<file path="src/rtl/csr_pkg.sv">
// Shared definitions for the machine/supervisor CSR file: addresses,
// privilege encodings, mstatus layout and trap cause values.
package csr_pkg;

  typedef enum logic [1:0] {
    PRIV_U = 2'b00,
    PRIV_S = 2'b01,
    PRIV_M = 2'b11
  } priv_e;

  localparam logic [11:0] CSR_SSTATUS   = 12'h100;
  localparam logic [11:0] CSR_SEPC      = 12'h141;
  localparam logic [11:0] CSR_MSTATUS   = 12'h300;
  localparam logic [11:0] CSR_MISA      = 12'h301;
  localparam logic [11:0] CSR_MIE       = 12'h304;
  localparam logic [11:0] CSR_MTVEC     = 12'h305;
  localparam logic [11:0] CSR_MSCRATCH  = 12'h340;
  localparam logic [11:0] CSR_MEPC      = 12'h341;
  localparam logic [11:0] CSR_MCAUSE    = 12'h342;
  localparam logic [11:0] CSR_MIP       = 12'h344;
  localparam logic [11:0] CSR_MTIMECMP  = 12'h7C0;
  localparam logic [11:0] CSR_MTIMECMPH = 12'h7C1;
  localparam logic [11:0] CSR_MCYCLE    = 12'hB00;
  localparam logic [11:0] CSR_MINSTRET  = 12'hB02;
  localparam logic [11:0] CSR_MCYCLEH   = 12'hB80;
  localparam logic [11:0] CSR_MINSTRETH = 12'hB82;
  localparam logic [11:0] CSR_MHARTID   = 12'hF14;

  localparam int unsigned MST_SIE    = 1;
  localparam int unsigned MST_MIE    = 3;
  localparam int unsigned MST_SPIE   = 5;
  localparam int unsigned MST_MPIE   = 7;
  localparam int unsigned MST_SPP    = 8;
  localparam int unsigned MST_MPP_LO = 11;
  localparam int unsigned MIE_MTIE   = 7;
  localparam int unsigned MIP_MTIP   = 7;

  localparam logic [31:0] SSTATUS_MASK = 32'h0000_0122;

  localparam logic [31:0] CAUSE_ILLEGAL_INSN = 32'h0000_0002;
  localparam logic [31:0] CAUSE_ECALL_U      = 32'h0000_0008;
  localparam logic [31:0] CAUSE_ECALL_S      = 32'h0000_0009;
  localparam logic [31:0] CAUSE_ECALL_M      = 32'h0000_000B;
  localparam logic [31:0] CAUSE_M_TIMER_IRQ  = 32'h8000_0007;

  typedef struct packed {
    logic [1:0] mpp;
    logic       spp;
    logic       mpie;
    logic       spie;
    logic       mie;
    logic       sie;
  } mstatus_t;

  function automatic logic [31:0] mstatus_pack(input mstatus_t s);
    logic [31:0] r;
    r = '0;
    r[MST_SIE]          = s.sie;
    r[MST_MIE]          = s.mie;
    r[MST_SPIE]         = s.spie;
    r[MST_MPIE]         = s.mpie;
    r[MST_SPP]          = s.spp;
    r[MST_MPP_LO +: 2]  = s.mpp;
    return r;
  endfunction

  function automatic mstatus_t mstatus_unpack(input logic [31:0] w);
    mstatus_t s;
    s.sie  = w[MST_SIE];
    s.mie  = w[MST_MIE];
    s.spie = w[MST_SPIE];
    s.mpie = w[MST_MPIE];
    s.spp  = w[MST_SPP];
    s.mpp  = w[MST_MPP_LO +: 2];
    return s;
  endfunction

endpackage

</file>
<file path="src/rtl/csr_counter64.sv">
// 64-bit free-running counter with independent 32-bit half overwrites.
module csr_counter64 (
  input  logic        clk,
  input  logic        rst,
  input  logic        inc_i,
  input  logic        wr_lo_i,
  input  logic        wr_hi_i,
  input  logic [31:0] wdata_i,
  output logic [63:0] cnt_o
);

  logic [63:0] cnt_q, cnt_d, sum;

  // A half write overrides only that half; the untouched half keeps the
  // incremented value, so a low-half wrap still carries into the high half.
  always_comb begin
    sum   = cnt_q + {63'd0, inc_i};
    cnt_d = sum;
    if (wr_lo_i) cnt_d[31:0]  = wdata_i;
    if (wr_hi_i) cnt_d[63:32] = wdata_i;
  end

  // Counter register.
  always_ff @(posedge clk) begin
    if (rst) cnt_q <= '0;
    else     cnt_q <= cnt_d;
  end

  assign cnt_o = cnt_q;

endmodule

</file>
<file path="src/rtl/csr_file.sv">
// M/S-mode CSR file: combinational reads, clocked CSR writes, trap entry,
// MRET/SRET, privilege mode, cycle/instret counters and timer interrupt.
module csr_file #(
  parameter logic [31:0] HARTID = 32'd0,
  parameter logic [31:0] MISA   = 32'h4014_0100
) (
  input  logic        clk,
  input  logic        rst,
  input  logic        stall,
  input  logic [11:0] csr_addr,
  input  logic [31:0] rs1Data,
  input  logic [31:0] csr_wdataSrc1,
  input  logic        csr_wdataSrc1En,
  input  logic        csr_write,
  input  logic        csr_set,
  input  logic        csr_clear,
  output logic [31:0] csr_rdata,
  input  logic        csr_trap_take,
  input  logic [31:0] csr_trap_pc,
  input  logic [31:0] csr_cause,
  input  logic        csr_mret,
  input  logic        csr_sret,
  output logic [31:0] csr_trap_vector,
  output logic [31:0] csr_ret_addr,
  output logic        csr_interrupt_timer,
  output logic [1:0]  current_priv
);
  import csr_pkg::*;

  priv_e       priv_q, priv_d;
  mstatus_t    mst_q, mst_d;
  logic        mtie_q, mtie_d;
  logic [31:0] mtvec_q, mtvec_d;
  logic [31:0] mscratch_q, mscratch_d;
  logic [31:0] mepc_q, mepc_d;
  logic [31:0] mcause_q, mcause_d;
  logic [31:0] sepc_q, sepc_d;
  logic [63:0] mtimecmp_q, mtimecmp_d;
  logic [63:0] mcycle, minstret;

  logic        trap_en, mret_en, sret_en, csr_we;
  logic        mtip;
  logic [31:0] src, wval, tvec_base;

  assign trap_en = csr_trap_take & ~stall;
  assign mret_en = csr_mret & ~stall & ~csr_trap_take;
  assign sret_en = csr_sret & ~stall & ~csr_trap_take & ~csr_mret;
  assign csr_we  = (csr_write | csr_set | csr_clear) & ~stall
                   & ~csr_trap_take & ~csr_mret & ~csr_sret;

  assign mtip = (mcycle >= mtimecmp_q);

  // Combinational read mux.
  always_comb begin
    csr_rdata = '0;
    case (csr_addr)
      CSR_MSTATUS:   csr_rdata = mstatus_pack(mst_q);
      CSR_SSTATUS:   csr_rdata = mstatus_pack(mst_q) & SSTATUS_MASK;
      CSR_MISA:      csr_rdata = MISA;
      CSR_MIE:       csr_rdata = {24'd0, mtie_q, 7'd0};
      CSR_MIP:       csr_rdata = {24'd0, mtip, 7'd0};
      CSR_MTVEC:     csr_rdata = mtvec_q;
      CSR_MSCRATCH:  csr_rdata = mscratch_q;
      CSR_MEPC:      csr_rdata = mepc_q;
      CSR_MCAUSE:    csr_rdata = mcause_q;
      CSR_SEPC:      csr_rdata = sepc_q;
      CSR_MCYCLE:    csr_rdata = mcycle[31:0];
      CSR_MCYCLEH:   csr_rdata = mcycle[63:32];
      CSR_MINSTRET:  csr_rdata = minstret[31:0];
      CSR_MINSTRETH: csr_rdata = minstret[63:32];
      CSR_MTIMECMP:  csr_rdata = mtimecmp_q[31:0];
      CSR_MTIMECMPH: csr_rdata = mtimecmp_q[63:32];
      CSR_MHARTID:   csr_rdata = HARTID;
      default:       csr_rdata = '0;
    endcase
  end

  // Write-value formation: write > set > clear, operand from imm or rs1.
  always_comb begin
    src = csr_wdataSrc1En ? csr_wdataSrc1 : rs1Data;
    if (csr_write)    wval = src;
    else if (csr_set) wval = csr_rdata | src;
    else              wval = csr_rdata & ~src;
  end

  // Next-state: trap > mret > sret > CSR write.
  always_comb begin
    priv_d     = priv_q;
    mst_d      = mst_q;
    mtie_d     = mtie_q;
    mtvec_d    = mtvec_q;
    mscratch_d = mscratch_q;
    mepc_d     = mepc_q;
    mcause_d   = mcause_q;
    sepc_d     = sepc_q;
    mtimecmp_d = mtimecmp_q;
    if (trap_en) begin
      mepc_d    = {csr_trap_pc[31:2], 2'b00};
      mcause_d  = csr_cause;
      mst_d.mpie = mst_q.mie;
      mst_d.mie  = 1'b0;
      mst_d.mpp  = priv_q;
      priv_d     = PRIV_M;
    end else if (mret_en) begin
      mst_d.mie  = mst_q.mpie;
      mst_d.mpie = 1'b1;
      mst_d.mpp  = PRIV_U;
      priv_d     = priv_e'(mst_q.mpp);
    end else if (sret_en) begin
      mst_d.sie  = mst_q.spie;
      mst_d.spie = 1'b1;
      mst_d.spp  = 1'b0;
      priv_d     = mst_q.spp ? PRIV_S : PRIV_U;
    end else if (csr_we) begin
      case (csr_addr)
        CSR_MSTATUS:   mst_d = mstatus_unpack(wval);
        CSR_SSTATUS: begin
          mst_d.sie  = wval[MST_SIE];
          mst_d.spie = wval[MST_SPIE];
          mst_d.spp  = wval[MST_SPP];
        end
        CSR_MIE:       mtie_d = wval[MIE_MTIE];
        CSR_MTVEC:     mtvec_d = wval;
        CSR_MSCRATCH:  mscratch_d = wval;
        CSR_MEPC:      mepc_d = {wval[31:2], 2'b00};
        CSR_MCAUSE:    mcause_d = wval;
        CSR_SEPC:      sepc_d = {wval[31:2], 2'b00};
        CSR_MTIMECMP:  mtimecmp_d[31:0] = wval;
        CSR_MTIMECMPH: mtimecmp_d[63:32] = wval;
        default: ;
      endcase
    end
  end

  // Architectural state registers.
  always_ff @(posedge clk) begin
    if (rst) begin
      priv_q     <= PRIV_M;
      mst_q      <= '0;
      mtie_q     <= 1'b0;
      mtvec_q    <= '0;
      mscratch_q <= '0;
      mepc_q     <= '0;
      mcause_q   <= '0;
      sepc_q     <= '0;
      mtimecmp_q <= '1;
    end else begin
      priv_q     <= priv_d;
      mst_q      <= mst_d;
      mtie_q     <= mtie_d;
      mtvec_q    <= mtvec_d;
      mscratch_q <= mscratch_d;
      mepc_q     <= mepc_d;
      mcause_q   <= mcause_d;
      sepc_q     <= sepc_d;
      mtimecmp_q <= mtimecmp_d;
    end
  end

  csr_counter64 u_mcycle (
    .clk     (clk),
    .rst     (rst),
    .inc_i   (1'b1),
    .wr_lo_i (csr_we && csr_addr == CSR_MCYCLE),
    .wr_hi_i (csr_we && csr_addr == CSR_MCYCLEH),
    .wdata_i (wval),
    .cnt_o   (mcycle)
  );

  csr_counter64 u_minstret (
    .clk     (clk),
    .rst     (rst),
    .inc_i   (~stall & ~csr_trap_take),
    .wr_lo_i (csr_we && csr_addr == CSR_MINSTRET),
    .wr_hi_i (csr_we && csr_addr == CSR_MINSTRETH),
    .wdata_i (wval),
    .cnt_o   (minstret)
  );

  assign tvec_base = {mtvec_q[31:2], 2'b00};
  assign csr_trap_vector = (mtvec_q[1:0] == 2'b01 && csr_cause[31])
                           ? tvec_base + {26'd0, csr_cause[3:0], 2'b00}
                           : tvec_base;
  assign csr_ret_addr = csr_sret ? sepc_q : mepc_q;
  assign csr_interrupt_timer = mtip & mtie_q & ((priv_q != PRIV_M) | mst_q.mie);
  assign current_priv = priv_q;

endmodule
</file>
<file path="config.mk">
export PLATFORM = sky130hd
export DESIGN_NAME = csr_file
export DESIGN_NICKNAME = d
export VERILOG_FILES = /design/src/rtl/csr_pkg.sv /design/src/rtl/csr_counter64.sv /design/src/rtl/csr_file.sv
export SDC_FILE = /design/constraint.sdc
export NUM_CORES = 1
export LEC_CHECK = 0
export CORE_MARGIN = 3
export CORE_UTILIZATION = 40
export DETAILED_ROUTE_END_ITERATION = 16
export GPL_TIMING_DRIVEN = 0
export PLACE_DENSITY = 0.71
export SLEW_MARGIN = 30
export SYNTH_ARGS = -nofsm -noshare
export SYNTH_HDL_FRONTEND = slang
export SYNTH_SLANG_ARGS = --single-unit
export TNS_END_PERCENT = 10
</file>
<file path="constraint.sdc">
create_clock -name clk -period 6.3 [get_ports clk]
set_clock_uncertainty 0.05 [all_clocks]
set_input_delay 1.26 -clock clk [delete_from_list [all_inputs] [get_ports clk]]
set_output_delay 1.26 -clock clk [all_outputs]
set_load 0.1 [all_outputs]
</file>
**Yosys cells after proc, flatten, opt, wreduce, memory -nomap -nowiden**

Index checks and enable logic that the tools add are counted.
W data, S select, Z words.

- Flip-flop bits (word level): 358
- Word-level logic and storage cells: 138

- $add $sub $neg: 3
- $lt $le $gt $ge: 1
- Equal/unequal tests: 22
- Muxes and demuxes: 41
- Bitwise operators: 26
- Reductions and logical operators: 28

Operators with widths:

| kind | number |
|---|---|
| $mux W32 | 19 |
| $pmux W32 S16 | 1 |
| $eq A12 B10 Y1 const B | 8 |
| $add A64 B1 Y64 | 1 |
| $add A64 B1 Y64 const B | 1 |
| $ge A64 B64 Y1 | 1 |
| $eq A12 B12 Y1 const B | 4 |
| $add A32 B6 Y32 | 1 |
| $and A32 B32 Y32 | 1 |
| $not A32 Y32 | 1 |
| $or A32 B32 Y32 | 1 |
| $reduce_and A5 Y1 | 6 |
| $eq A12 B11 Y1 const B | 2 |
| $eq A12 B9 Y1 const B | 2 |
| $reduce_bool A2 Y1 | 8 |
| $mux W1 | 14 |
| $and A1 B1 Y1 | 13 |
| $mux W2 | 6 |
| $reduce_and A4 Y1 | 3 |
| $ne A2 B2 Y1 const B | 4 |
| $mux W7 | 1 |
| $not A1 Y1 | 7 |
| $reduce_and A3 Y1 | 2 |
| $reduce_bool A3 Y1 | 2 |
| 5 further kinds | 12 |

**Longest topological paths before layout**

- Depth in word-level cells: 10
- Gate-level depth with buffers: 14
- Gate-level depth less buffers: 11

**By module**

From an unflattened synthesis, not the netlist that was laid out.

- Cells, all modules: 2,834
- Area, all modules: 22,602.9 µm²

By module, submodules not included:

| module | instances | cells each | area each (µm²) | sequential area each (µm²) |
|---|---|---|---|---|
| csr_file | 1 | 1,878 | 14,835.5 | 4,604.4 |
| csr_counter64 | 2 | 478 | 3,883.7 | 1,281.2 |

**Worst setup path before layout**

OpenSTA, ideal clock, no wires.

- Kind: in2out
- Start point: in csr_cause[0]
- End point: out csr_trap_vector[28]
- Arrival: 4.569 ns
- Data required time: 4.990 ns
- Setup slack: 0.421 ns
- Cell stages on the path: 11
- Cell sequence: ha_1 -> inv_1 -> fa_1 -> inv_1 -> a21o_1 -> a21oi_1 -> nor3_1 -> and4_1 -> and3_1 -> nand4_1 -> xnor2_1

- Cells in the longest elaborated chain, start to end: 2

RTL lines:

| item | RTL line | RTL |
|---|---|---|
| start: declaration | csr_file.sv:20 | `input logic [31:0] csr_cause,` |
| $add A32 B6 Y32 | csr_file.sv:182 | `? tvec_base + {26'd0, csr_cause[3:0], 2'b00}` |
| $mux W32 | csr_file.sv:182 |  |
| end: declaration | csr_file.sv:23 | `output logic [31:0] csr_trap_vector,` |

No other way between the ends.

**Worst setup path after layout**

- Start point: in csr_addr[6]
- End point: out csr_rdata[13]

- Cells in the longest elaborated chain, start to end: 2

RTL lines:

| item | RTL line | RTL |
|---|---|---|
| start: declaration | csr_file.sv:10 | `input logic [11:0] csr_addr,` |
| $eq A12 B11 Y1 (tied with other cells) | csr_file.sv:56 | `case (csr_addr)` |
| $pmux W32 S16 (*) | csr_file.sv:56 |  |
| end: declaration | csr_file.sv:17 | `output logic [31:0] csr_rdata,` |

Every way passes the cells marked *; elsewhere a longest branch is shown, timed or not.

==> impl_metrics.ini <==
[logic_synthesis]
synth_largest_area_cell = dfxtp_1
synth.ff_latch_count = 358
synthXorXnorAreaFrac_pct = 6.23
synthesis.area_per_instance_um2 = 8.16
synthesis.yosys.warnings = 0
synth_adder_area_share_pct = 4.30
yosys_most_used_dff = dfxtp_1
synth_enable_flop_cells = 0
synth_top_family_by_area = compound AO/OA/AOI/OAI gates
post_synth_num_cell_types = 84
synth-compound-area-share_pct = 24.2
syn_inst = 2587
most_area_consuming_cells_after_synthesis = dfxtp_1, a211oi_1, a21oi_1, ha_1, nor2_1
syn-cell-area_um2 = 21100
synth.top_cell.area_share_pct = 34.0
post_synth_and_or_nand_nor_area_fraction_pct = 20.0
post_synth_mux_area_share_pct = 4.64
synth_seq_area_share_pct = 34.0
synth-async-reset-ratio_pct = 0

[sta]
hold_viol = 0
grt_setup_unrepaired = true
worst_pin_slew_ns = 1.11
worst_slack_ns = -0.177
setup_viol = 16
report.final.slew_viol_count = 0
period_share_pct = 103
min_period_ns = 6.48
relSlewSlack_pct = 25.2
fmax_mhz = 154

[route]
dr.pass1.iters = 8
dr_wl_cell_um = 34.8
drt_drc_violations_left = 0
via_count = 24200
detail-route-antenna-nets = 0
detail_route.iter0.violations = 3744
routed_wirelength_um = 125000
avgViaCountPerCell = 6.74

[pwr]
pwr_density_cell_nw_per_um2 = 212
power.leakage_uw = 0.0102
vdd.ir_drop.worst_mv = 0.250

[global_routing]
global_route_usage_over_all_layers_pct = 42.7
grt_start_max_net_pins = 13
met2_usage_pct = 64.5
grt_busiest_layer = met2
antenna_found_initial = 5
grt_pass1_wl_um = 170000
grt_pass1_vias = 22300
gr_met1_demand_resource_pct = 57.1
global_route_met3_utilization_pct = 11.1
globalRouteOverflowTotal = 0

[clocking]
cts_max_path_buffers = 3
ctsRootBufferMaster = clkbuf_16
tritoncts = done
ctsHoldBuffers = 0
clk_latency_ns = 0.61
clkSinkCount = 358
worst_setup_hold_path_clk_slew_ns = 0.06
cts_max_level = 2
cts_made_buffers = 43

[floorplanning]
io-pin-count = 249
rows = 83
start_util_pct = 40.8
floorplan.die.width_um = 236
die_area_um2 = 55500
dieHeight_um = 236
core_region_area_um2 = 51700

[placed_design]
place.gp.congestion = 1.06
detailedPlacementHpwl_um = 99100
post-place-cells = 3508
placement.io_buffers = 234
placement.setup.worst_slack_ns = -1.02

[critical_path]
crit_arrival_ns = 5.17
critPathRequiredTime_ns = 4.99
cp_max_fo = 10
setup.worst_path.class = input pin to output port
setup.worst_path.end_class = output port
crit_path_start_kind = input pin

[run_status]
failed_checks = negative setup slack
status = finished, violations left

[final_layout]
net_count_reported_at_finish = 3100
layout.core_utilization_pct = 49.9
antenna_cells_inserted = 0
share_of_layout_cells_above_drive_strength_1_pct = 10.6
final-instance-count-excl-fill = 3588
final.fill_count = 4958
area_growth_pct = 22.3

[hold_path]
hp-class = flop to flop

[run]
max-cap-violations = 0
cells in the final DEF (no fill, tap or decap), types with 26 or more instances in the layout:
cell type and instances:
a21oi_1 203, clkbuf_1 133, nand2_1 136, a211oi_1 136
buf_2 74, and4_1 51, xor2_1 54, xnor2_1 96
mux2i_1 40, a22oi_1 60, mux2_2 50, and3_1 31
a221oi_1 26, a31oi_1 71, nand3_1 71, clkdlybuf4s50_1 188
o21ai_0 172, nor2_1 229, nor3_1 92, dfxtp_1 358
ha_1 71, nand4_1 58, clkbuf_16 43, inv_1 102
cell usage after synthesis, drive strengths merged (40+ instances only):
cell    instances
a211oi        140
a21oi         203
a22oi          60
a31oi          71
and4           51
buf            88
clkbuf        137
dfxtp         358
ha             71
inv           102
mux2           51
mux2i          40
nand2         136
nand3          72
nand4          58
nor2          230
nor3          105
o21ai         177
xnor2          96
xor2           54
path summary, 6_finish.rpt:
| path | slack [ns] | depth (start not counted) | to | startpoint |
|---|---|---|---|---|
| max | -0.18 | 9 | csr_rdata[13] | csr_addr[6] |
| min | 0.43 | 2 | mtimecmp_q[62]$_SDFFE_PP1P_ | mtimecmp_q[62]$_SDFFE_PP1P_ |
| max reg2reg | 1.86 | 11 | mepc_q[7]$_SDFFE_PP0P_ | u_mcycle.cnt_o[0]$_SDFF_PP0_ |
| min reg2reg | 0.43 | 2 | mtimecmp_q[62]$_SDFFE_PP1P_ | mtimecmp_q[62]$_SDFFE_PP1P_ |
stage by stage:
| step | total power, µW | instance area, µm² | hold slack [ns] | setup TNS (ns) |
|---|---|---|---|---|
| after floorplan | 2630 | 21100 | 0.389 | 0 |
| after global placement | 2960 | 24300 | 0.404 | -46.59 |
| after detailed placement | 2960 | 24400 | 0.418 | -27.48 |
| after CTS | 5430 | 25800 | 0.429 | -0.312 |
| after global routing | 5550 | 25800 | 0.452 | -0.167 |
| final | 5470 | 25800 | 0.427 | -0.946 |
flip-flops by register name, indices dropped and copies added, names as in the netlist, 30 cells and up:
| name | flops |
|---|---|
| mcause_q | 32 |
| mepc_q | 30 |
| mscratch_q | 32 |
| mtimecmp_q | 64 |
| mtvec_q | 32 |
| sepc_q | 30 |
| u_mcycle.cnt_o | 64 |
| u_minstret.cnt_o | 64 |
cell families after synthesis:
group / after synthesis
and+or+nand+nor: 795
AOI/OAI and AO/OA: 793
DFF: 358
buffers and inverters: 327
xor gates and xnor gates: 150
muxes: 91
adders and majority gates: 72
other: 1
where the power goes:
group | total (µW) | internal (µW) | switching, µW
sequential | 2320 | 2290 | 28.6
combinational | 633 | 189 | 444
clock | 2520 | 1430 | 1090
area by class of cell:
| cell class | count | area [µm²] | area share, % |
|---|---|---|---|
| repair buffers | 244 | 2340 | 9.07 |
| inverters | 102 | 383 | 1.48 |
| clock buffers | 63 | 1260 | 4.89 |
| plain buffers | 224 | 1030 | 4.00 |
| clock inverters | 12 | 125 | 0.485 |
| well taps | 680 | 851 | 3.30 |
| flip-flops and latches | 358 | 7170 | 27.8 |
| multi-input cells | 1905 | 12700 | 49.0 |
worst max-delay path, cell delays in order:
cell,delay [ns]
clkdlybuf4s50_1,0.66
or4_1,0.51
buf_2,0.26
nor3_4,0.55
buf_8,0.24
buf_2,0.37
a2bb2oi_1,0.15
nand4_1,0.24
dlygate4sd2_1,0.91
per-layer routing:
layer	vias to the layer above	wire, µm
met1	11700	49400
met4	8	6720
met2	1922	52700
met3	374	15900
met5	-	43
li1	10200	-
what timing repair did:
action	in CTS	in global routing
buffers inserted	4	2
cloned	0	0
pin swaps	2	1
endpoints found under the hold margin	0	0
endpoints found under the setup margin	45	36
resized for setup	155	41
Note: power is estimated with default switching activity, not from simulation.
